**config.mk**
```make
export PLATFORM = sky130hd
export DESIGN_NAME = board_write_sched
export DESIGN_NICKNAME = d
export VERILOG_FILES = /design/src/rtl/board_write_sched.sv
export SDC_FILE = /design/constraint.sdc
export NUM_CORES = 1
export LEC_CHECK = 0
export CAP_MARGIN = 20
export CORE_UTILIZATION = 55
export CTS_BUF_LIST = sky130_fd_sc_hd__clkbuf_8
export DETAILED_ROUTE_END_ITERATION = 8
export PLACE_DENSITY_LB_ADDON = 0.08
export SLEW_MARGIN = 20
export SYNTH_ARGS = -nofsm -noshare
export SYNTH_HDL_FRONTEND = slang
export SYNTH_SLANG_ARGS = --single-unit
```
**constraint.sdc**
```tcl
create_clock -name clk -period 5.1 [get_ports clk]
set_clock_uncertainty 0.15 [all_clocks]
set_input_delay 0.765 -clock clk [delete_from_list [all_inputs] [get_ports clk]]
set_output_delay 0.765 -clock clk [all_outputs]
set_load 0.005 [all_outputs]
```
**src/rtl/board_write_sched.sv**
```systemverilog
// rtl/board_write_sched.sv - serialises board-RAM token writes onto the drawing engine
//
// Ports:
//   clk, rst                 clock; asynchronous active-low reset
//   req_valid/req_ready      placement request handshake (req_slot, req_tok)
//   clear_req                pulse requesting a full-board clear sweep
//   eng_start/eng_busy       drawing engine job handshake (eng_slot, eng_tok)
//   idle                     scheduler quiescent: no job, FIFO empty, no clear pending
//   clear_done               pulse when the last clear job has completed
module board_write_sched #(
    parameter int         SLOTS      = 16,
    parameter int         FIFO_DEPTH = 4,
    parameter logic [1:0] CLEAR_TOK  = 2'd0
) (
    input  logic                     clk,
    input  logic                     rst,
    input  logic                     req_valid,
    input  logic [$clog2(SLOTS)-1:0] req_slot,
    input  logic [1:0]               req_tok,
    output logic                     req_ready,
    input  logic                     clear_req,
    output logic                     eng_start,
    output logic [$clog2(SLOTS)-1:0] eng_slot,
    output logic [1:0]               eng_tok,
    input  logic                     eng_busy,
    output logic                     idle,
    output logic                     clear_done
);
    localparam int SW = $clog2(SLOTS);
    localparam int AW = $clog2(FIFO_DEPTH);

    typedef enum logic [1:0] {
        S_IDLE,
        S_ISSUE,
        S_WAIT_BUSY,
        S_WAIT_DONE
    } state_t;

    state_t        state;
    logic          pending;
    logic          sweep;

    // Request FIFO; pointers carry an extra wrap bit to tell full from empty.
    logic [SW+1:0] fifo_mem [FIFO_DEPTH];
    logic [AW:0]   wr_ptr;
    logic [AW:0]   rd_ptr;
    logic          fifo_empty;
    logic          fifo_full;
    logic          push;
    logic          pop;
    logic [SW+1:0] head;

    assign fifo_empty = (wr_ptr == rd_ptr);
    assign fifo_full  = (wr_ptr[AW] != rd_ptr[AW]) &&
                        (wr_ptr[AW-1:0] == rd_ptr[AW-1:0]);
    assign head       = fifo_mem[rd_ptr[AW-1:0]];

    // req_ready depends only on the registered pointers, never on this cycle's pop.
    assign req_ready  = !fifo_full;
    assign push       = req_valid && !fifo_full;
    // A pending clear outranks queued requests, so the FIFO only pops when none is pending.
    assign pop        = (state == S_IDLE) && !pending && !fifo_empty;

    assign idle       = (state == S_IDLE) && fifo_empty && !pending;

    always_ff @(posedge clk) begin
        if (push) begin
            fifo_mem[wr_ptr[AW-1:0]] <= {req_slot, req_tok};
        end
    end

    always_ff @(posedge clk or negedge rst) begin
        if (!rst) begin
            state      <= S_IDLE;
            wr_ptr     <= '0;
            rd_ptr     <= '0;
            pending    <= 1'b0;
            sweep      <= 1'b0;
            eng_start  <= 1'b0;
            eng_slot   <= '0;
            eng_tok    <= '0;
            clear_done <= 1'b0;
        end else begin
            eng_start  <= 1'b0;
            clear_done <= 1'b0;

            if (push) begin
                wr_ptr <= wr_ptr + 1'b1;
            end
            if (pop) begin
                rd_ptr <= rd_ptr + 1'b1;
            end

            // A clear arriving mid-sweep is dropped: the running sweep already covers it.
            if (clear_req && !sweep) begin
                pending <= 1'b1;
            end

            case (state)
                S_IDLE: begin
                    if (pending) begin
                        eng_slot  <= '0;
                        eng_tok   <= CLEAR_TOK;
                        sweep     <= 1'b1;
                        eng_start <= 1'b1;
                        state     <= S_ISSUE;
                    end else if (!fifo_empty) begin
                        eng_slot  <= head[SW+1:2];
                        eng_tok   <= head[1:0];
                        eng_start <= 1'b1;
                        state     <= S_ISSUE;
                    end
                end
                S_ISSUE: begin
                    state <= S_WAIT_BUSY;
                end
                S_WAIT_BUSY: begin
                    if (eng_busy) begin
                        state <= S_WAIT_DONE;
                    end
                end
                S_WAIT_DONE: begin
                    if (!eng_busy) begin
                        if (sweep) begin
                            if (eng_slot == SW'(SLOTS - 1)) begin
                                clear_done <= 1'b1;
                                sweep      <= 1'b0;
                                pending    <= 1'b0;
                                state      <= S_IDLE;
                            end else begin
                                // Sweep continues without passing through IDLE.
                                eng_slot  <= eng_slot + 1'b1;
                                eng_start <= 1'b1;
                                state     <= S_ISSUE;
                            end
                        end else begin
                            state <= S_IDLE;
                        end
                    end
                end
                default: begin
                    state <= S_IDLE;
                end
            endcase
        end
    end
endmodule

```
==> impl_metrics.env <==
export IMPL_gr_usage_met1=0.239
export IMPL_irDropWorstVdd_v=0.000327
export IMPL_io_buffers=20
export IMPL_synth_area_um2=2070
export IMPL_grt_pass1_wl_mm=5.77
export IMPL_netlist_area_leader_share=0.348
export IMPL_root_buffer="clkbuf_8"
export IMPL_p_leak_uw=0.000975
export IMPL_cts_sinks=42
export IMPL_total_power_uw=1580
export IMPL_slew_limit_headroom=0.471
export IMPL_clk_latency_ns=0.29
export IMPL_cts_repair_resized=0
export IMPL_syn_avg_cell_area_um2=14.6
export IMPL_cp_max_fo=9
export IMPL_r2r_slack_ns=3.06
export IMPL_required_ns=4.18
export IMPL_ys_ff_latch=42
export IMPL_drive_gt1_frac=0.145
export IMPL_grt_overflow_total=0
export IMPL_drt_iter0_drc=117
export IMPL_setup_tns_ns=0
export IMPL_grt_max_degree=19
export IMPL_end_kind="output port"
export IMPL_ys_seq_area_frac=0.565
export IMPL_cp_common_cell="inv_1"
export IMPL_die_x_um=63.4
export IMPL_syn_inst=142
export IMPL_numCtsBuffers=5
export IMPL_antenna_found_initial=0
export IMPL_grt_pass1_vias=1258
export IMPL_rows=21
export IMPL_cp_num_buf_inv=3
export IMPL_nets=185
export IMPL_core_um2=3470
export IMPL_cp_start_kind="flip-flop"
export IMPL_maxCapViolations=0
export IMPL_finalMaxSlewViolations=0
export IMPL_drcViolationCount=0
export IMPL_place_congestion=0.886
export IMPL_ctsHoldBuffers=0
export IMPL_cpPeakStageDelay_ns=0.49
export IMPL_dieArea_um2=4020
export IMPL_ant_nets=0
export IMPL_post_cts_buffers=0
export IMPL_cts_tree="yes"
export IMPL_areaGrowthSynthToFinish_pct=17.4
export IMPL_firstDrtPassIters=4
export IMPL_path_clk_slew_ns=0.08
export IMPL_avgViaCountPerCell=5.70
export IMPL_finalCritPeriodShare=0.593
export IMPL_fin_util=0.701
export IMPL_synth_area_leader_cell="edfxtp_1"
export IMPL_routedWlPerCell_um=15.7
export IMPL_pre_cts_ws_ns=2.41
export IMPL_worst_path_dominant_cell_family="buffers and inverters"
export IMPL_h_tree_depth=2
export IMPL_crit_chain="inv_1, ha_1, and2b_1, nand4_4, inv_1, clkdlybuf4s50_1"
export IMPL_final_hold_violation_count=0
export IMPL_layout_min_cycle_time_ns=3.02
export IMPL_grt_busiest_layer="met2"
export IMPL_routed_wl_mm=3.33
export IMPL_setup_viol=0
export IMPL_crit_slowest_cell="clkdlybuf4s50_1"
export IMPL_status="finished, final reports clean"
export IMPL_worst_endpoint_arrival_ns=2.11
export IMPL_fill_cells=247
export IMPL_tightest_slew_ns=0.792
export IMPL_place_area_um2=2290
export IMPL_io_pins=21
export IMPL_hpwl_mm=2.43
export IMPL_setup_slack_ns=2.08
export IMPL_ys_warn_count=0
export IMPL_path_class="reg2out"
export IMPL_synthesis_nets=162
export IMPL_powerDensity_nw_per_um2=651
export IMPL_cts_buffer_depth=2
export IMPL_design_area_um2=2430
export IMPL_die_y_um=63.4
export IMPL_initial_core_util=0.597
export IMPL_vias=1209
export IMPL_diodes=0
export IMPL_rsz0062_at_grt="no"
export IMPL_synth_area_top_cells="edfxtp_1 35%, dfrtp_1 22%, mux4_1 6.3%, ha_1 5.4%, xnor2_4 2.7%"
export IMPL_grt_util_met3=0.0507
export IMPL_ys_types=43
export IMPL_clock_fmax_mhz=331
export IMPL_hp_class="reg2reg"
export IMPL_gr_usage_all_layers=0.191
export IMPL_met2_usage=0.322
## cells in the mapped netlist (all sizes together)
library cell,number
a211oi,1
a21oi,7
a22o,1
a31o,2
a31oi,4
a32o,1
a41o,1
and2,5
and2b,1
and3,2
buf,4
dfrtp,18
edfxtp,24
ha,9
inv,11
mux2,3
mux2i,1
mux4,6
nand2,5
nand2b,2
nand3,6
nand4,1
nor2,3
nor3,4
o211ai,1
o21a,3
o21ai,4
o221ai,2
o22ai,1
or3,1
xnor2,5
xor2,3
## layout make-up
type	count	area, um^2	area share
repair buffers	20	200	0.0823
flip-flops and latches	42	1170	0.481
inverters	11	41.3	0.0170
clock inverters	3	68.8	0.0283
multi-input cells	85	825	0.339
well taps	46	57.6	0.0237
clock buffers	5	68.8	0.0283
## power breakdown
| group | leakage [uW] | switching [uW] | internal, uW |
|---|---|---|---|
| sequential | 0.000435 | 118 | 476 |
| clock | 0.0000683 | 112 | 196 |
| combinational | 0.000472 | 331 | 350 |
## per-layer routing
layer	routed length (um)	up-vias	part of all wire
met5	0	-	0
met3	111	0	0.033
met4	0	0	0
li1	-	584	-
met2	1730	25	0.52
met1	1490	600	0.45
## registers in the layout, summed over array words and instances (netlist names)
register	count
fifo_mem	24
eng_slot	4
rd_ptr	3
wr_ptr	3
eng_tok	2
state	2
clear_done	1
eng_start	1
pending	1
sweep	1
## layout by cell type (no fill, tap or decap), types with 4 or more instances in the layout
| cell | synthesis | layout |
|---|---|---|
| dfrtp_1 | 18 | 18 |
| nand3_1 | 5 | 5 |
| inv_1 | 11 | 11 |
| ha_1 | 9 | 9 |
| mux4_1 | 5 | 5 |
| edfxtp_1 | 24 | 24 |
| a21oi_1 | 7 | 7 |
| and2_1 | 4 | 4 |
| clkbuf_8 | 0 | 5 |
| nand2_1 | 5 | 5 |
| clkdlybuf4s50_1 | 0 | 20 |
## tightest hold or removal path: stages, from the launching register on
cell and delay, ns:
dfrtp_1 0.38, nand2_1 0.06, o221ai_1 0.06
## path summary, 6_finish.rpt
kind / end / start / depth (start not counted)
setup / recovery: idle / state[0] / 6
hold / removal: eng_tok[1] / eng_tok[1] / 2
setup reg to reg: fifo_mem[3][5] / rd_ptr[0] / 3
hold reg to reg: eng_tok[1] / eng_tok[1] / 2
max in group asynchronous: wr_ptr[0] / rst / 1
min in group asynchronous: eng_start / rst / 1
## through the flow
stage                     hold slack (ns)  std cells
final                               0.382        212
after global placement              0.367        204
after CTS                           0.380        212
after detailed placement            0.356        204
after global routing                0.419        212
after floorplan                     0.319        142
## logic make-up (layout without fill, tap and decap cells)
group | count (synthesis) | in the layout | share of synthesized area
flip-flops | 42 | 42 | 0.565
buffers and inverters | 15 | 39 | 0.0368
adder cells (fa/ha/maj) | 9 | 9 | 0.0543
multiplexers | 10 | 10 | 0.0972
AO/OA/AOI/OAI | 28 | 28 | 0.102
AND/OR/NAND/NOR | 30 | 30 | 0.0888
XOR/XNOR | 8 | 8 | 0.0556
Note: power is estimated with default switching activity, not from simulation.
